--- config.mk ---
export PLATFORM = sky130hd
export DESIGN_NAME = demux12nr_flat
export DESIGN_NICKNAME = d
export VERILOG_FILES = /design/src/rtl/demux12nr_pkg.sv /design/src/rtl/demux12nr_if.sv /design/src/rtl/demux12nr_slot.sv /design/src/rtl/demux12nr.sv /design/src/flat_wrapper.sv
export SDC_FILE = /design/constraint.sdc
export NUM_CORES = 1
export LEC_CHECK = 0
export BUFFER_PORTS_ARGS = -buffer_cell sky130_fd_sc_hd__buf_2
export CAP_MARGIN = 20
export CORE_UTILIZATION = 40
export DETAILED_ROUTE_END_ITERATION = 8
export PLACE_DENSITY = 0.67
export SLEW_MARGIN = 20
export SYNTH_ARGS = -nofsm -noshare
export SYNTH_HDL_FRONTEND = slang
export SYNTH_SLANG_ARGS = --single-unit
--- constraint.sdc ---
create_clock -name clk -period 1.14 [get_ports clk]
set_input_delay 0.114 -clock clk [delete_from_list [all_inputs] [get_ports clk]]
set_output_delay 0.114 -clock clk [all_outputs]
set_load 0.1 [all_outputs]
--- src/rtl/demux12nr_pkg.sv ---
`default_nettype none
// ============================================================================
// Module   : demux12nr_pkg
// Brief    : Shared pairing-FSM state encoding for the 1-to-2 demultiplexer.
// Revision : 1.0
// ============================================================================
package demux12nr_pkg;

    typedef logic [0:0] state_t;

    localparam logic [0:0] ST_LO = 1'b0;  // waiting for lane-0 sample
    localparam logic [0:0] ST_HI = 1'b1;  // lane-0 held, waiting for lane 1

endpackage : demux12nr_pkg
`default_nettype wire

--- src/rtl/demux12nr_if.sv ---
`default_nettype none
// ============================================================================
// Module   : demux12nr_if
// Brief    : Sample-in / pair-out bundle; ovf/ovf_clr exist with DEMUX12NR_OVF_EN.
// Revision : 1.0
// ============================================================================
interface demux12nr_if #(
    parameter int WIDTH = 8
);
    logic             en;
    logic             sync;
    logic [WIDTH-1:0] din;
    logic [WIDTH-1:0] dout0;
    logic [WIDTH-1:0] dout1;
    logic             dvalid;
    logic             dready;
`ifdef DEMUX12NR_OVF_EN
    logic             ovf;
    logic             ovf_clr;

    modport master (output en, sync, din, dready, ovf_clr,
                    input  dout0, dout1, dvalid, ovf);
    modport slave  (input  en, sync, din, dready, ovf_clr,
                    output dout0, dout1, dvalid, ovf);
`else
    modport master (output en, sync, din, dready,
                    input  dout0, dout1, dvalid);
    modport slave  (input  en, sync, din, dready,
                    output dout0, dout1, dvalid);
`endif
endinterface : demux12nr_if
`default_nettype wire

--- src/rtl/demux12nr_slot.sv ---
`default_nettype none
// ============================================================================
// Module   : demux12nr_slot
// Brief    : Output pair register with valid/ready handshake; DEMUX12NR_OVF_EN
//            selects drop-and-flag instead of overwrite on a blocked slot.
// Revision : 1.0
// ============================================================================
module demux12nr_slot #(
    parameter int WIDTH = 8
) (
    input  wire logic             clk,
    input  wire logic             rst,
    input  wire logic             complete,
    input  wire logic [WIDTH-1:0] new0,
    input  wire logic [WIDTH-1:0] new1,
    input  wire logic             dready,
`ifdef DEMUX12NR_OVF_EN
    input  wire logic             ovf_clr,
    output logic                  ovf,
`endif
    output logic [WIDTH-1:0]      dout0,
    output logic [WIDTH-1:0]      dout1,
    output logic                  dvalid
);

    logic [WIDTH-1:0] dout0_q, dout0_d;
    logic [WIDTH-1:0] dout1_q, dout1_d;
    logic             dvalid_q, dvalid_d;
    logic             slot_free;

    // The slot frees up on the same edge it is consumed, so a pair can chain in.
    assign slot_free = !dvalid_q || dready;

`ifdef DEMUX12NR_OVF_EN
    logic ovf_q, ovf_d;

    always_comb begin
        ovf_d = ovf_q;
        if (ovf_clr)
            ovf_d = 1'b0;
        if (complete && !slot_free)
            ovf_d = 1'b1;
    end

    always_ff @(posedge clk or posedge rst) begin
        if (rst) ovf_q <= 1'b0;
        else     ovf_q <= ovf_d;
    end

    assign ovf = ovf_q;
`endif

    always_comb begin
        dout0_d  = dout0_q;
        dout1_d  = dout1_q;
        dvalid_d = dvalid_q;
        if (complete) begin
`ifdef DEMUX12NR_OVF_EN
            if (slot_free) begin
                dout0_d  = new0;
                dout1_d  = new1;
                dvalid_d = 1'b1;
            end
`else
            dout0_d  = new0;
            dout1_d  = new1;
            dvalid_d = 1'b1;
`endif
        end else if (dvalid_q && dready) begin
            dvalid_d = 1'b0;
        end
    end

    always_ff @(posedge clk or posedge rst) begin
        if (rst) begin
            dout0_q  <= '0;
            dout1_q  <= '0;
            dvalid_q <= 1'b0;
        end else begin
            dout0_q  <= dout0_d;
            dout1_q  <= dout1_d;
            dvalid_q <= dvalid_d;
        end
    end

    assign dout0  = dout0_q;
    assign dout1  = dout1_q;
    assign dvalid = dvalid_q;

endmodule : demux12nr_slot
`default_nettype wire

--- src/rtl/demux12nr.sv ---
`default_nettype none
// ============================================================================
// Module   : demux12nr
// Brief    : Registered 1-to-2 sample demultiplexer; optional sticky overflow
//            flag enabled by DEMUX12NR_OVF_EN.
// Revision : 1.0
// ============================================================================
module demux12nr
    import demux12nr_pkg::*;
#(
    parameter int WIDTH = 8
) (
    input  wire logic  clk,
    input  wire logic  rst,
    demux12nr_if.slave bus
);

    state_t           state_q, state_d;
    logic [WIDTH-1:0] hold0_q, hold0_d;
    logic             complete;

    // sync restarts pairing, so it also re-captures lane 0 while in ST_HI.
    always_comb begin
        state_d  = state_q;
        hold0_d  = hold0_q;
        complete = 1'b0;
        if (bus.en) begin
            if (state_q == ST_LO || bus.sync) begin
                hold0_d = bus.din;
                state_d = ST_HI;
            end else begin
                complete = 1'b1;
                state_d  = ST_LO;
            end
        end
    end

    always_ff @(posedge clk or posedge rst) begin
        if (rst) begin
            state_q <= ST_LO;
            hold0_q <= '0;
        end else begin
            state_q <= state_d;
            hold0_q <= hold0_d;
        end
    end

    demux12nr_slot #(
        .WIDTH    (WIDTH)
    ) u_slot (
        .clk      (clk),
        .rst      (rst),
        .complete (complete),
        .new0     (hold0_q),
        .new1     (bus.din),
        .dready   (bus.dready),
`ifdef DEMUX12NR_OVF_EN
        .ovf_clr  (bus.ovf_clr),
        .ovf      (bus.ovf),
`endif
        .dout0    (bus.dout0),
        .dout1    (bus.dout1),
        .dvalid   (bus.dvalid)
    );

endmodule : demux12nr
`default_nettype wire

--- src/flat_wrapper.sv ---
// flat-port wrapper written by rule: the top's interface ports become plain ports
module demux12nr_flat import demux12nr_pkg::*;
#(
    parameter int WIDTH = 8
)
  (clk, rst, bus_en, bus_sync, bus_din, bus_dready, bus_dout0, bus_dout1, bus_dvalid);
  demux12nr_if #(.WIDTH(WIDTH)) bus_i ();
  input  wire logic clk;
  input  wire logic rst;
  input wire logic [$bits(bus_i.en)-1:0] bus_en;
  input wire logic [$bits(bus_i.sync)-1:0] bus_sync;
  input wire logic [$bits(bus_i.din)-1:0] bus_din;
  input wire logic [$bits(bus_i.dready)-1:0] bus_dready;
  output wire logic [$bits(bus_i.dout0)-1:0] bus_dout0;
  output wire logic [$bits(bus_i.dout1)-1:0] bus_dout1;
  output wire logic [$bits(bus_i.dvalid)-1:0] bus_dvalid;
  assign bus_i.en = bus_en;
  assign bus_i.sync = bus_sync;
  assign bus_i.din = bus_din;
  assign bus_i.dready = bus_dready;
  assign bus_dout0 = bus_i.dout0;
  assign bus_dout1 = bus_i.dout1;
  assign bus_dvalid = bus_i.dvalid;
  demux12nr #(.WIDTH(WIDTH)) u_core (.clk(clk), .rst(rst), .bus(bus_i));
endmodule
# Word-level counts from Yosys, hierarchy flattened
# Index checks and enable logic that the tools add are counted.
# Widths: inputs -> output; s select.
[op_classes]
muxes = 5
n_bitwise = 1
reduce_logical = 4
[op_table]
columns = ["cell", "count"]
rows = [
  ["$mux 1", 5],
  ["$reduce_and 2->1", 1],
  ["$reduce_bool 2->1", 1],
  ["$logic_and 1x1->1", 1],
  ["$logic_or 1x1->1", 1],
  ["$not 1->1", 1],
]
[word_totals]
out_inout_bits = 17
input_bits = 13
ff_bits = 26
elab_cells = 15

# Logic depth before layout (Yosys ltp)
# Gate-level depths: netlist (run 1).
[logic_depth]
word_depth = 5
depth_mapped = 3
depth_no_buf = 3

# Hierarchy
# A second synthesis (run 1) with hierarchy kept.
[hier_totals]
cells_unflattened = 62
area_unflattened_um2 = 1041.0
[by_module_without_submodules]
columns = ["mod", "area_per_inst_um2", "seq_area_each_um2", "cells_per_inst", "instances"]
rows = [
  ["demux12nr_slot", 686.9, 425.4, 38, 1],
  ["demux12nr", 354.1, 225.2, 24, 1],
]

# Least setup slack after synthesis (run 1)
# No wires, ideal clock.
[synth_timing]
kind = "register -> register"
start = "register u_core.u_slot.dout0[0] (netlist name)"
end = "register u_core.u_slot.dout0_q[0], in the netlist u_core.u_slot.dout0[0]"
setup_time_ps = 126
required_ps = 1014
path_slack_ps = -120
period_less_slack_ps = 1260
path_buffers = 0
stages_incl_launch_ff = 2
arrival_time_ps = 1134
cell_sequence = "dfrtp_1 mux2_2"
[synth_rtl]
columns = ["element", "line", "source"]
rows = [
  ["end signal, assigned", "demux12nr_slot.sv:80", "dout0_q <= dout0_d;"],
  ["end, declared", "demux12nr_slot.sv:26", "logic [WIDTH-1:0] dout0_q, dout0_d;"],
]

# Final worst setup path (run 1)
[layout_timing]
start = "register u_core.state_q"
end = "register u_core.hold0_q[7]"
[layout_via]
elab_chain_len = 3
[layout_lines]
columns = ["element", "line", "source"]
rows = [
  ["start, declared", "demux12nr.sv:18", "state_t state_q, state_d;"],
  ["start signal, assigned", "demux12nr.sv:43", "state_q <= state_d;"],
  ["$not 1->1", "demux12nr.sv:28", "if (state_q == ST_LO || bus.sync) begin"],
  ["$logic_or 1x1->1", "demux12nr.sv:28", ""],
  ["$reduce_and 2->1 (no source line)", "--", ""],
  ["end signal, assigned", "demux12nr.sv:44", "hold0_q <= hold0_d;"],
  ["end, declared", "demux12nr.sv:19", "logic [WIDTH-1:0] hold0_q, hold0_d;"],
]
# Every way passes these cells.
# A chain may end at the register's enable or synchronous reset.

==> results.yml, run 1 <==
timing:
  hold_violations: 0
  fin_ws_ps: -67.2
  rsz0062_at_grt: "yes"
  skew_ps: 5.20
  period_share_pct: 106
  period_needed_ps: 1210
  setup_viol: 24
  max_slew_margin_pct: 78.5
  drv_slew: 0
  max_freq_mhz: 828
  worst_pin_slew_ps: 322
status:
  violations: "negative setup slack"
  outcome: "complete, but fails checks"
clock_network:
  worstSkewPairLatency_ps: 330
  htree_levels: 1
  ctsLongestPathBuffers: 2
  path_clk_slew_ps: 150
  cts_buffers: 3
  cts_root_buf: "clkbuf_4"
  clock-sinks: 26
  cts_tree: "yes"
setup_path:
  cp_max_fo: 3
  cp_cell_sequence: "inv_1 > o21ai_4 > buf_6 > mux2_2"
  path_delay_family: "flip-flops"
  crit_buf_inv: 2
  slowest_delay_ps: 400
  startpoint_type: "register"
  arrival_ps: 1440
  cp-end-kind: "register"
  path_class: "reg -> reg"
  cpMaxStageDelayCell: "dfrtp_1"
  required_ps: 1380
routing:
  vias_per_cell: 4.86
  wl_per_cell_um: 15.3
  drt_iter0_drc: 5
  num_vias: 617
  drt_wl_total_um: 1940
  drcViolationCount: 0
  routed-wl-met3_um: 80
  drt-met1-wl_um: 833
  drtPass1Iterations: 4
  wl_met2_um: 993
  routed.top_layer: "met4"
  ant_nets: 0
power_and_ir_drop:
  pwr-share-comb_pct: 53.6
  power.internal_mw: 2.45
  power_leakage_nw: 0.798
  power_density_nw_per_um2: 2610
  ir_drop_v: 0.00197
  power_frac_clock_pct: 14.8
  p_sw_share_pct: 43.5
  p_seq_share_pct: 31.6
  switching_power_mw: 1.89
layout:
  synthToLayoutAreaGrowth_pct: 63.0
  multi_input_area_um2: 383
  final_util_pct: 71.9
  drive_above_1_share_pct: 83.8
  nets: 113
  regArea_um2: 672
  fin_area_um2: 1670
  fill_cells: 156
  fin_cells: 127
  diodes: 0
global_route:
  antenna_found_initial: 0
  grt_pass1_vias: 677
  gr-usage-all-layers_pct: 16.6
  grt_max_degree: 27
  overflow: 0
  grt_pass1_wl_um: 3220
placement:
  placed_area_um2: 1520
  dp.cells: 117
  place_ws_ps: -133
  port_buffers: 29
  place_congestion: 0.614
  place.detailed.hpwl_um: 1220
synthesis:
  synth_common_cells: "26 x dfrtp_1, 16 x mux2_2, 8 x mux2_4"
  yosysMostFrequentCell: "dfrtp_1"
  synth-edff-count: 0
  ys_seq_area_share_pct: 63.6
  netlist_area_um2: 1020
  ys.flop_type: "dfrtp_1"
  syn-instance-count: 58
  synth.area.top_cells: "dfrtp_1 64%, mux2_2 18%, mux2_4 12%, nand3b_4 2.0%, o21ai_4 1.6%"
  avgSynthCellArea_um2: 17.6
  yosys_warnings: 0
  yosysTopAreaCellShare_pct: 63.6
  synth_largest_area_cell: "dfrtp_1"
  async_flop_share_pct: 100
  ys_ff_latch: 26
  syn_nets: 71
  ys_types: 9
die:
  core-area_um2: 2320
  die_x_um: 52.6
  die_area_um2: 2760
  num_rows: 17
  initial_core_util_pct: 44.1
  io_pins: 30
  die_h_um: 52.6
run:
  drv_cap: 0
hold_path:
  min_path_type: "in -> reg"
==> per-stage QoR <==
step	power (mW)	setup TNS, ps	hold slack, ps
after floorplan	2.73	-95.5	153
after global placement	3.59	-659	182
after detailed placement	3.62	-1030	187
after CTS	4.31	-1290	14.8
after global routing	4.48	-2190	-0.821
final	4.34	-1040	22.9
==> power groups by stage <==
stage          Combinational (mW)  Clock [mW]  Sequential [mW]
2_1_floorplan               0.281           0             2.45
3_3_place_gp                 2.22           0             1.37
3_5_place_dp                 2.23           0             1.38
4_1_cts                      2.29       0.654             1.37
5_1_grt                      2.39       0.689             1.40
6_report                     2.33       0.645             1.37
==> layout make-up <==
type,count,share of cell area (%)
clock buffer,3,1.35
clock inverter,1,1.80
inverter,3,0.676
multi-input combinational,28,23.0
sequential,26,40.3
tap,28,2.10
timing repair buffer,38,30.8
==> cells in the final DEF, fill, tap and decap left out <==
master          n
mux2_2          7
buf_4           1
nand3b_4        1
dfrtp_2        17
o21ai_4         1
clkbuf_4        3
inv_1           3
o21ai_0         1
buf_12         19
bufinv_16       1
o21a_1          1
buf_6           4
mux2_4         17
dlygate4sd3_1   2
dfrtp_1         9
buf_2          12
==> path summary, 6_finish.rpt <==
check,startpoint,endpoint,depth (start not counted),slack (ps)
setup reg to reg,u_core.state_q,u_core.hold0_q[7],4,-70
max in group asynchronous,rst,u_core.u_slot.dout1[4],4,500
min in group asynchronous,rst,u_core.u_slot.dvalid,4,370
setup / recovery,u_core.state_q,u_core.hold0_q[7],4,-70
hold / removal,bus_din[0],u_core.u_slot.dout1[0],2,20
hold reg to reg,u_core.hold0_q[5],u_core.hold0_q[5],1,520
==> kinds of logic after synthesis <==
| group | share of synthesized area [%] |
|---|---|
| compound gates | 2.82 |
| flops | 63.6 |
| mux | 29.4 |
| simple gates | 1.96 |
| buf+inv | 2.20 |
==> sequential cells by signal (all words and copies together), names as in the netlist <==
register              cells
u_core.u_slot.dout0       8
u_core.u_slot.dvalid      1
u_core.u_slot.dout1       8
u_core.hold0_q            8
u_core.state_q            1
==> layer usage <==
layer  global-route usage, %  up-vias
met5                       0        -
met1                    21.4      309
met3                    3.19        4
met2                    27.2       21
met4                    6.58        0
li1                        -      283
==> repair_timing <==
item / CTS / global route
hold endpoints to repair: 27 / 0
setup buffers: 4 / 0
pin swaps: 1 / 1
hold buffers: 2 / 0
resized for setup: 7 / 6
setup endpoints to repair: 12 / 24
(Power assumes the default switching activity.)
==> run 2: changes to the inputs <==
CORE_MARGIN = 2   (was not set)
==> run 2 against run 1 <==
  * The flow still finishes with violations (negative setup slack)
  * Count of clock-buffer cells in the layout is the same
  * Worst setup slack worse by 43 ps
  * Via count is 0.16% lower
  * Cell area rose by 3.8%
  * Utilization down 1.4 points
  * Clock skew is 2.8 ps higher
  * Non-clock buffer count up 2
==> results.yml, run 2 (synthesized netlist as in run 1, its figures left out) <==
layout:
  final_util_pct: 70.4
  fill_cells: 158
  nets: 115
  layout_common_cells: "24 x mux2_4, 18 x buf_12, 17 x dfrtp_2"
  fin_cells: 131
  diodes: 0
  synthToLayoutAreaGrowth_pct: 69.2
  drive_above_1_share_pct: 86.1
  regArea_um2: 672
  final_common_cell: "mux2_4"
  multi_input_area_um2: 413
status:
  outcome: "complete, but fails checks"
  violations: "negative setup slack"
clock_network:
  cts_buffers: 3
  worstSkewPairLatency_ps: 320
  cts_tree: "yes"
  cts_root_buf: "clkbuf_4"
  path_clk_slew_ps: 130
  clock-sinks: 26
  ctsLongestPathBuffers: 2
  htree_levels: 1
power_and_ir_drop:
  power_frac_clock_pct: 14.1
  p_seq_share_pct: 31.5
  ir_drop_v: 0.00193
  power_leakage_nw: 0.846
  pwr-share-comb_pct: 54.4
  p_sw_share_pct: 42.9
  power_density_nw_per_um2: 2520
  switching_power_mw: 1.87
  power.internal_mw: 2.49
die:
  io_pins: 30
  die_area_um2: 2980
  num_rows: 18
  core-area_um2: 2450
  die_h_um: 54.6
  die_x_um: 54.6
  initial_core_util_pct: 41.6
timing:
  period_share_pct: 110
  setup_viol: 25
  worst_pin_slew_ps: 314
  skew_ps: 8.02
  drv_slew: 0
  hold_violations: 0
  period_needed_ps: 1250
  rsz0062_at_grt: "yes"
  max_slew_margin_pct: 79.1
  max_freq_mhz: 800
  fin_ws_ps: -110
setup_path:
  required_ps: 1350
  path_class: "reg -> reg"
  startpoint_type: "register"
  cp_max_fo: 8
  cp-end-kind: "register"
  arrival_ps: 1460
routing:
  num_vias: 616
  vias_per_cell: 4.70
  wl_per_cell_um: 15.2
  drt_iter0_drc: 4
  drt_wl_total_um: 2000
  drtPass1Iterations: 3
  ant_nets: 0
  drcViolationCount: 0
run:
  drv_cap: 0
placement:
  place_ws_ps: -119
  port_buffers: 29
  place.detailed.hpwl_um: 1260
  dp.cells: 119
  place_congestion: 0.603
global_route:
  grt_max_degree: 27
  grt_pass1_vias: 685
  antenna_found_initial: 0
  grt_pass1_wl_um: 3160
  overflow: 0
  gr-usage-all-layers_pct: 15.8
hold_path:
  min_path_type: "in -> reg"
## run 2: final timing paths
path | to | slack [ps] | from | cells past startpoint
worst min-delay path | u_core.u_slot.dout1[3] | 30 | bus_din[3] | 2
worst max register to register | u_core.u_slot.dout0[0] | -110 | u_core.state_q | 4
min in group asynchronous | u_core.hold0_q[6] | 390 | rst | 4
max in group asynchronous | u_core.u_slot.dout1[0] | 480 | rst | 4
worst max-delay path | u_core.u_slot.dout0[0] | -110 | u_core.state_q | 4
worst min register to register | u_core.hold0_q[2] | 530 | u_core.hold0_q[2] | 1
## run 2: cell type report
cell class / count / share of cell area [%]
tap: 30 / 2.17
multi-input combinational: 28 / 23.9
clock buffer: 3 / 1.30
sequential: 26 / 38.9
clock inverter: 1 / 1.74
inverter: 3 / 0.651
timing repair buffer: 40 / 31.4
## run 2: power groups by stage
| stage | Combinational, mW | Clock, mW | Sequential (mW) |
|---|---|---|---|
| 6_report | 2.37 | 0.616 | 1.38 |
| 5_1_grt | 2.44 | 0.662 | 1.40 |
| 4_1_cts | 2.33 | 0.631 | 1.37 |
| 3_5_place_dp | 2.23 | 0 | 1.39 |
| 3_3_place_gp | 2.21 | 0 | 1.37 |
| 2_1_floorplan | 0.281 | 0 | 2.45 |
## run 2: layer usage
layer | track usage, % | part of all wire, % | vias to the layer above
li1 | - | - | 290
met1 | 19.9 | 42 | 301
met2 | 25.1 | 51 | 20
met3 | 4.10 | 5.5 | 5
met4 | 7.50 | 1.8 | 0
met5 | 0 | 0 | -
## run 2: metrics by stage
step / setup TNS (ps) / total power, mW / area [um2] / hold WS [ps]
floorplan: -95.5 / 2.73 / 1040 / 153
global placement: -668 / 3.59 / 1510 / 174
detailed placement: -904 / 3.61 / 1510 / 180
CTS: -1890 / 4.33 / 1670 / 22.6
global route: -2870 / 4.50 / 1730 / 20.5
finish: -1940 / 4.36 / 1730 / 34.1
## run 2: what timing repair did
| action | 4_1_cts | 5_1_grt |
|---|---|---|
| gates cloned | 1 | 0 |
| hold buffers | 2 | 0 |
| endpoints found under the setup margin | 14 | 24 |
| buffers inserted | 4 | 1 |
| endpoints found under the hold margin | 27 | 0 |
| pin swaps | 1 | 1 |
| resized for setup | 10 | 16 |
## run 2: critical path, stage by stage, from the launching register on
cell and delay (ps):
dfrtp_1 440, buf_6 130, nand3b_4 110, buf_12 150
mux2_4 300
